$ cat src/rtl/pipe_stage_skid.sv
// Pipeline stage register with valid/ready handshake and an optional 2-entry skid.
// M is the head entry presented downstream; S catches one extra entry so that
// in_ready can be registered when SKID_EN=1. Flush bubbles the stage and Busy
// freezes it. A saturating bubble counter supports performance debug.
module pipe_stage_skid #(
   parameter int CTRL_W     = 16,
   parameter int DATA_W     = 128,
   parameter bit SKID_EN    = 1'b1,
   parameter bit CLEAR_DATA = 1'b0,
   parameter int CNT_W      = 16
) (
   input  logic              CLK,
   input  logic              RESETn,
   input  logic              Flush,
   input  logic              Busy,
   input  logic              in_valid,
   output logic              in_ready,
   input  logic [CTRL_W-1:0] in_ctrl,
   input  logic [DATA_W-1:0] in_data,
   output logic              out_valid,
   input  logic              out_ready,
   output logic [CTRL_W-1:0] out_ctrl,
   output logic [DATA_W-1:0] out_data,
   output logic [1:0]        occupancy,
   output logic [CNT_W-1:0]  bubble_cnt,
   input  logic              bubble_clr
);

   logic              m_valid;
   logic [CTRL_W-1:0] m_ctrl;
   logic [DATA_W-1:0] m_data;
   logic              s_valid;
   logic [CTRL_W-1:0] s_ctrl;
   logic [DATA_W-1:0] s_data;
   logic              in_fire;
   logic              out_fire;

   // Handshake and output view; with the skid, in_ready never looks at out_ready.
   always_comb begin
      if (SKID_EN) begin
         in_ready = ~s_valid & ~Busy & ~Flush;
      end else begin
         in_ready = ~Busy & ~Flush & (~m_valid | out_ready);
      end
      out_valid = m_valid & ~Busy;
      out_ctrl  = m_valid ? m_ctrl : '0;
      out_data  = m_data;
      occupancy = 2'(m_valid) + 2'(s_valid);
      in_fire   = in_valid & in_ready;
      out_fire  = out_valid & out_ready;
   end

   // Stage state: flush beats busy, busy freezes, otherwise advance M/S in order.
   always_ff @(posedge CLK or negedge RESETn) begin
      if (!RESETn) begin
         m_valid <= 1'b0;
         m_ctrl  <= '0;
         m_data  <= '0;
         s_valid <= 1'b0;
         s_ctrl  <= '0;
         s_data  <= '0;
      end else if (Flush) begin
         m_valid <= 1'b0;
         m_ctrl  <= '0;
         s_valid <= 1'b0;
         s_ctrl  <= '0;
         if (CLEAR_DATA) begin
            m_data <= '0;
            s_data <= '0;
         end
      end else if (!Busy) begin
         if (!m_valid) begin
            if (in_fire) begin
               m_valid <= 1'b1;
               m_ctrl  <= in_ctrl;
               m_data  <= in_data;
            end
         end else if (out_fire) begin
            if (s_valid) begin
               // in_ready is low while S is full, so nothing new arrives here
               m_ctrl  <= s_ctrl;
               m_data  <= s_data;
               s_valid <= 1'b0;
               s_ctrl  <= '0;
            end else if (in_fire) begin
               m_ctrl <= in_ctrl;
               m_data <= in_data;
            end else begin
               m_valid <= 1'b0;
               m_ctrl  <= '0;
            end
         end else if (in_fire && SKID_EN) begin
            s_valid <= 1'b1;
            s_ctrl  <= in_ctrl;
            s_data  <= in_data;
         end
      end
   end

   // Bubble counter: clear wins, then saturating increment on starved cycles.
   always_ff @(posedge CLK or negedge RESETn) begin
      if (!RESETn) begin
         bubble_cnt <= '0;
      end else if (bubble_clr) begin
         bubble_cnt <= '0;
      end else if (out_ready && !out_valid && !(&bubble_cnt)) begin
         bubble_cnt <= bubble_cnt + 1'b1;
      end
   end

endmodule
$ cat config.mk
export PLATFORM = sky130hd
export DESIGN_NAME = pipe_stage_skid
export DESIGN_NICKNAME = d
export VERILOG_FILES = /design/src/rtl/pipe_stage_skid.sv
export SDC_FILE = /design/constraint.sdc
export NUM_CORES = 1
export LEC_CHECK = 0
export BUFFER_PORTS_ARGS = -buffer_cell sky130_fd_sc_hd__buf_2
export CAP_MARGIN = 20
export CELL_PAD_IN_SITES_DETAIL_PLACEMENT = 1
export CELL_PAD_IN_SITES_GLOBAL_PLACEMENT = 1
export CORE_UTILIZATION = 43
export CTS_BUF_LIST = sky130_fd_sc_hd__clkbuf_16
export DETAILED_ROUTE_END_ITERATION = 6
export PLACE_DENSITY = 0.93
export SLEW_MARGIN = 5
export SYNTH_ARGS = -nofsm -noshare
export SYNTH_HDL_FRONTEND = slang
export SYNTH_SLANG_ARGS = --single-unit
$ cat constraint.sdc
create_clock -name CLK -period 3.2 [get_ports CLK]
set_input_delay 0.64 -clock CLK [delete_from_list [all_inputs] [get_ports CLK]]
set_output_delay 0.64 -clock CLK [all_outputs]
set_load 0.005 [all_outputs]
==> flow_summary.yaml, run 1 <==
cts:
  clkTransAtPathRegs_ns: 0.06
  cts_buffer_depth: 3
  cts_root_buf: "clkbuf_16"
  cts_max_level: 2
  cts_hold_buffers: 0
  cts_resized: 0
  cts.sinks: 306
  clk_latency_ns: 0.51
  cts_setup_buffers: 0
  cts_buffers: 35
  cts_tree: "yes"
synth:
  synth_compound_area_share_pct: 11.1
  synth_cell_types: 40
  yosys_warnings: 0
  synth_top_family_by_area: "simple AND/OR/NAND/NOR gates"
  synth_area_leader_cell: "dfrtp_1"
  synth_edf_count: 0
  synth_xor_area_share_pct: 0
  synth_mux_area_share_pct: 0.165
  yosysSeqAreaShare_pct: 59.3
  synth_top_area_share_pct: 59.3
  synth_cells: 1478
  ys.flop_type: "dfrtp_1"
  ys_top_cells_by_area: "dfrtp_1 (59%), nand2_1 (19%), a31oi_1 (6.3%)"
  synth_area_um2: 12900
  synthArstFlopShare_pct: 100
  syn_avg_cell_area_um2: 8.73
  synthAdderAreaFrac_pct: 0.194
  ys_ff_latch: 306
  yosys.area_share.simple_pct: 25.8
  synth_nets: 1631
timing:
  fin_ws_ns: 0.785
  fin_worst_skew_ns: 0.0185
  fin_crit_ns: 2.41
  rsz0062_at_grt: "false"
  finalHoldViolCount: 0
  finalSetupViolations: 0
  fmax_mhz: 414
  maxSlewViolCount: 0
  tns_ns: 0
  tightest_slew_ns: 0.859
  fin_crit_sh_pct: 75.5
  slew_headroom_pct: 42.7
critical_path:
  ff2ff_setup_slack_ns: 0.79
  critical_path_class: "reg -> reg"
  critPathLaunchType: "flop"
  cp.required_ns: 3.60
  cp.arrival_ns: 2.82
  crit_path_end_kind: "flop"
  critPathMaxFanout: 65
power:
  power_density_nw_per_um2: 645
  p_leak_nw: 8.16
  power_frac_comb_pct: 14.9
  switching_share_pct: 27.4
  p_int_mw: 7.53
  p_sw_mw: 2.84
  clockPowerShare_pct: 37.6
  seqPwrFrac_pct: 47.5
  vdd_drop_max_uv: 525
layout:
  mostFrequentLayoutCells: "nand2_1 (649), buf_2 (313), dfrtp_1 (306)"
  syn_to_final_growth_pct: 24.6
  finalNetCount: 1909
  layout_commonest_cell: "nand2_1"
  drive_gt1_share_pct: 22.2
detailed_routing:
  wl_met1_mm: 16.4
  drtPass1Iterations: 5
  drtAntennaViolNets: 0
  wire_per_inst_um: 18.8
  dr.first_iter.drc_count: 647
  dr.max_layer_used: "met5"
  drc: 0
  via_per_inst: 5.43
  routed_wl_mm: 40.9
  met3WireLength_mm: 2.12
  via_count: 11800
  wl_met2_mm: 20.6
global_routing:
  grt_max_degree: 90
  antenna_found_initial: 8
  overflow: 0
  grt_pass1_vias: 12500
  grt_pass1_wl_mm: 66.0
  grt_use_total_pct: 26.7
place:
  port-buffer-count: 314
  dp_worst_setup_slack_ns: 0.686
  dpl.hpwl_mm: 26.8
  place_congestion: 0.800
floorplanning:
  row_count: 63
  ios: 315
  chipWidth_um: 175
  dieArea_um2: 30700
  start_util_pct: 43.7
  die_y_um: 175
  core_um2: 29600
hold_path:
  hp-class: "in -> async"
run_status:
  status: "finished, final reports clean"
flow_run:
  maxCapViolations: 0
[per-stage QoR]
| step | power [mW] | cell area, um^2 | utilization (%) | hold slack, ns | std cells |
|---|---|---|---|---|---|
| 3_3_place_gp | 6.36 | 15000 | 50.6 | 0.457 | 2109 |
| 2_1_floorplan | 5.60 | 12900 | - | 0.344 | 1478 |
| 4_1_cts | 10.5 | 16100 | 54.3 | 0.124 | 2170 |
| 6_report | 10.4 | 16100 | 54.4 | 0.100 | 2177 |
| 3_5_place_dp | 6.53 | 15000 | 50.6 | 0.462 | 2109 |
| 5_1_grt | 10.9 | 16100 | 54.4 | 0.138 | 2177 |
[sequential cells by signal, summed over array words and instances, names as in the netlist]
register	flops
out_data	128
s_data	128
bubble_cnt	16
m_ctrl	16
s_ctrl	16
m_valid	1
s_valid	1
[per-layer routing]
metal  GRT usage (%)  vias to the layer above
met1            32.4                     5927
met4            12.0                        2
li1                -                     5413
met5               0                        -
met2            46.3                      349
met3            4.53                      121
[critical path, stage by stage, from the launching register on]
cell       delay, ns
dfrtp_1         0.54
or2_1           0.33
a2111oi_4       0.42
buf_12          0.33
buf_4           0.35
nor2_1          0.10
a31oi_1         0.24
[power groups by stage]
stage	sequential [mW]	combinational [mW]	clock, mW
finish	4.93	1.55	3.90
detailed placement	4.98	1.55	0
CTS	4.93	1.57	3.97
global placement	4.92	1.43	0
floorplan	4.92	0.682	0
global route	5.00	1.75	4.10
[logic make-up after synthesis]
group,after synthesis
compound gates,212
fa+ha+maj,2
buf+inv,108
flops,306
mux,2
simple gates,848
[synth_stat cells, drive strengths merged (3+ instances only)]
master     n
a211oi     4
a21oi     14
a22o      16
a22oi     17
a31oi    130
and2      17
and3       3
buf       35
clkbuf    67
dfrtp    306
inv        6
nand2    650
nand2b     3
nand3      8
nand4      4
nor2     137
nor3       7
nor4       5
o21ai      8
o2bb2ai   16
or3        6
[worst paths after layout]
| path | from | end | cells after the start |
|---|---|---|---|
| worst max-delay path | m_valid | out_data[63] | 6 |
| worst min-delay path | RESETn | out_data[27] | 1 |
| worst max register to register | m_valid | out_data[63] | 6 |
| worst min register to register | s_data[120] | s_data[120] | 2 |
| max in group asynchronous | RESETn | bubble_cnt[8] | 2 |
| min in group CLK | in_data[68] | s_data[68] | 3 |
[cell type report]
class / instances / area, um^2
Fill cell: 3531 / 13500
Sequential cell: 306 / 7660
Multi-Input combinational cell: 1064 / 4840
Timing Repair Buffer: 343 / 1950
Clock buffer: 37 / 926
Tap cell: 390 / 488
Clock inverter: 24 / 179
Inverter: 6 / 22.5
Antenna cell: 7 / 17.5
No activity file was read; power rests on OpenSTA's default activity.
==> inputs of run 2 (changes only) <==
CORE_UTILIZATION = 36   (was 43)
PLACE_DENSITY = 0.83   (was 0.93)
clock period = 2 ns   (was 3.2 ns; I/O delays follow)
==> run 2 against run 1 <==
Against the previous run:
- hold slack better by 0.0024 ns
- cell count increased by 4.4%
- largest cell class unchanged
- routed wire length grew 1.5%
- critical path type unchanged
- sequential cell count unchanged
- die area increased by 19%
- clock-buffer cell count unchanged
- combinational power rose by 64%
- worst setup slack lost 0.72 ns
- first-iteration DRC count decreased by 13%
==> flow_summary.yaml, run 2 (synthesis gave the netlist of run 1 again) <==
run_status:
  status: "finished, final reports clean"
floorplanning:
  die_y_um: 191
  ios: 315
  chipWidth_um: 191
  core_um2: 34900
  start_util_pct: 37.0
  dieArea_um2: 36600
  row_count: 68
timing:
  fin_crit_sh_pct: 96.6
  maxSlewViolCount: 0
  finalHoldViolCount: 0
  fin_ws_ns: 0.0681
  tns_ns: 0
  rsz0062_at_grt: "false"
  fmax_mhz: 518
  fin_crit_ns: 1.93
  finalSetupViolations: 0
  fin_worst_skew_ns: 0.0138
  slew_headroom_pct: 56.9
  whs_ns: 0.103
  tightest_slew_ns: 0.644
detailed_routing:
  wire_per_inst_um: 18.3
  via_count: 11700
  drtAntennaViolNets: 0
  via_per_inst: 5.17
  routed_wl_mm: 41.6
  dr.first_iter.drc_count: 564
  drc: 0
  drtPass1Iterations: 4
critical_path:
  cp.arrival_ns: 2.35
  rr_startpoint: "m_valid"
  slowest_delay_ns: 0.45
  path_depth: 7
  cp.required_ns: 2.42
  crit_path_end_kind: "flop"
  crit_family: "buffers and inverters"
  reg2reg_depth: 7
  cpMaxStageDelayCell: "dfrtp_2"
  setup.worst_path.start: "m_valid"
  worstPathCellList: "or2_1, a2111oi_4, buf_6, buf_12, clkbuf_16, nor2_1, a31oi_1"
  critPathMaxFanout: 25
  critical_path_class: "reg -> reg"
  path_buf_inv: 3
  critPathLaunchType: "flop"
power:
  vdd_drop_max_uv: 552
  total_power_mw: 16.4
  p_leak_nw: 8.39
  power_density_nw_per_um2: 986
cts:
  clkTransAtPathRegs_ns: 0.06
  cts_root_buf: "clkbuf_16"
  clk_latency_ns: 0.50
  cts_tree: "yes"
  cts_buffers: 36
  cts.sinks: 306
  cts_buffer_depth: 3
  cts_max_level: 2
global_routing:
  antenna_found_initial: 4
  grt_pass1_vias: 12700
  grt_use_total_pct: 22.4
  grt_pass1_wl_mm: 65.9
  grt_max_degree: 73
  overflow: 0
layout:
  drive_gt1_share_pct: 23.9
  finalNetCount: 1944
  multi_input_area_um2: 4860
  layout_commonest_cell: "nand2_1"
  syn_to_final_growth_pct: 28.7
  mostFrequentLayoutCells: "nand2_1 (649), buf_2 (313), dfrtp_1 (304)"
  ff_latch_area_um2: 7660
  fillers: 4150
hold_path:
  hp-class: "in -> reg"
  min_from: "in_data[52]"
  whs_path_depth: 3
place:
  place_congestion: 0.812
  dpl.hpwl_mm: 27.5
  dp_worst_setup_slack_ns: 0.0197
  port-buffer-count: 314
flow_run:
  maxCapViolations: 0
[run 2: layer usage]
layer  GRT usage (%)  up-vias  share of wire, %
li1                -     5478                 -
met1            27.8     5883                42
met2            38.4      294                50
met3            5.23       82               5.7
met4            7.23        4               2.8
met5               0        -             0.065
[run 2: power breakdown]
group          total, mW  leakage [nW]  internal, mW  switching (mW)
registers           7.87          3.79          7.24           0.625
clock network       5.97         0.559          3.45            2.52
logic               2.54          4.04          1.16            1.38
[run 2: stage by stage]
stage / cell area, um^2 / util (%) / cells
5_1_grt: 16600 / 47.6 / 2270
2_1_floorplan: 12900 / - / 1478
3_5_place_dp: 15400 / 44.1 / 2199
6_report: 16600 / 47.6 / 2273
4_1_cts: 16400 / 47.1 / 2262
3_3_place_gp: 15400 / 44.1 / 2199
[run 2: worst paths after layout]
path,endpoint,slack (ns)
worst max-delay path,out_data[83],0.07
worst min-delay path,s_data[52],0.10
worst max register to register,out_data[83],0.07
worst min register to register,s_data[98],0.47
max in group asynchronous,out_data[78],0.78
min in group asynchronous,s_data[104],0.49
[run 2: tightest hold or removal path: cells and delay by family]
kind	cells	cell delay, ns
AND/OR/NAND/NOR	2	0.09
buffers and inverters	1	0.08
[run 2: final cells by class]
type	count	share of cell area [%]
Antenna cell	3	0.0452
Clock buffer	37	5.57
Clock inverter	25	0.798
Inverter	6	0.136
Multi-Input combinational cell	1064	29.2
Sequential cell	306	46.1
Tap cell	455	3.43
Timing Repair Buffer	377	14.7
[run 2: repair_timing]
| item | in CTS | in global routing |
|---|---|---|
| setup buffers | 0 | 6 |
| gates resized for setup | 0 | 12 |
| endpoints found under the hold margin | 53 | 0 |
| endpoints found under the setup margin | 0 | 128 |
| hold buffers | 1 | 0 |
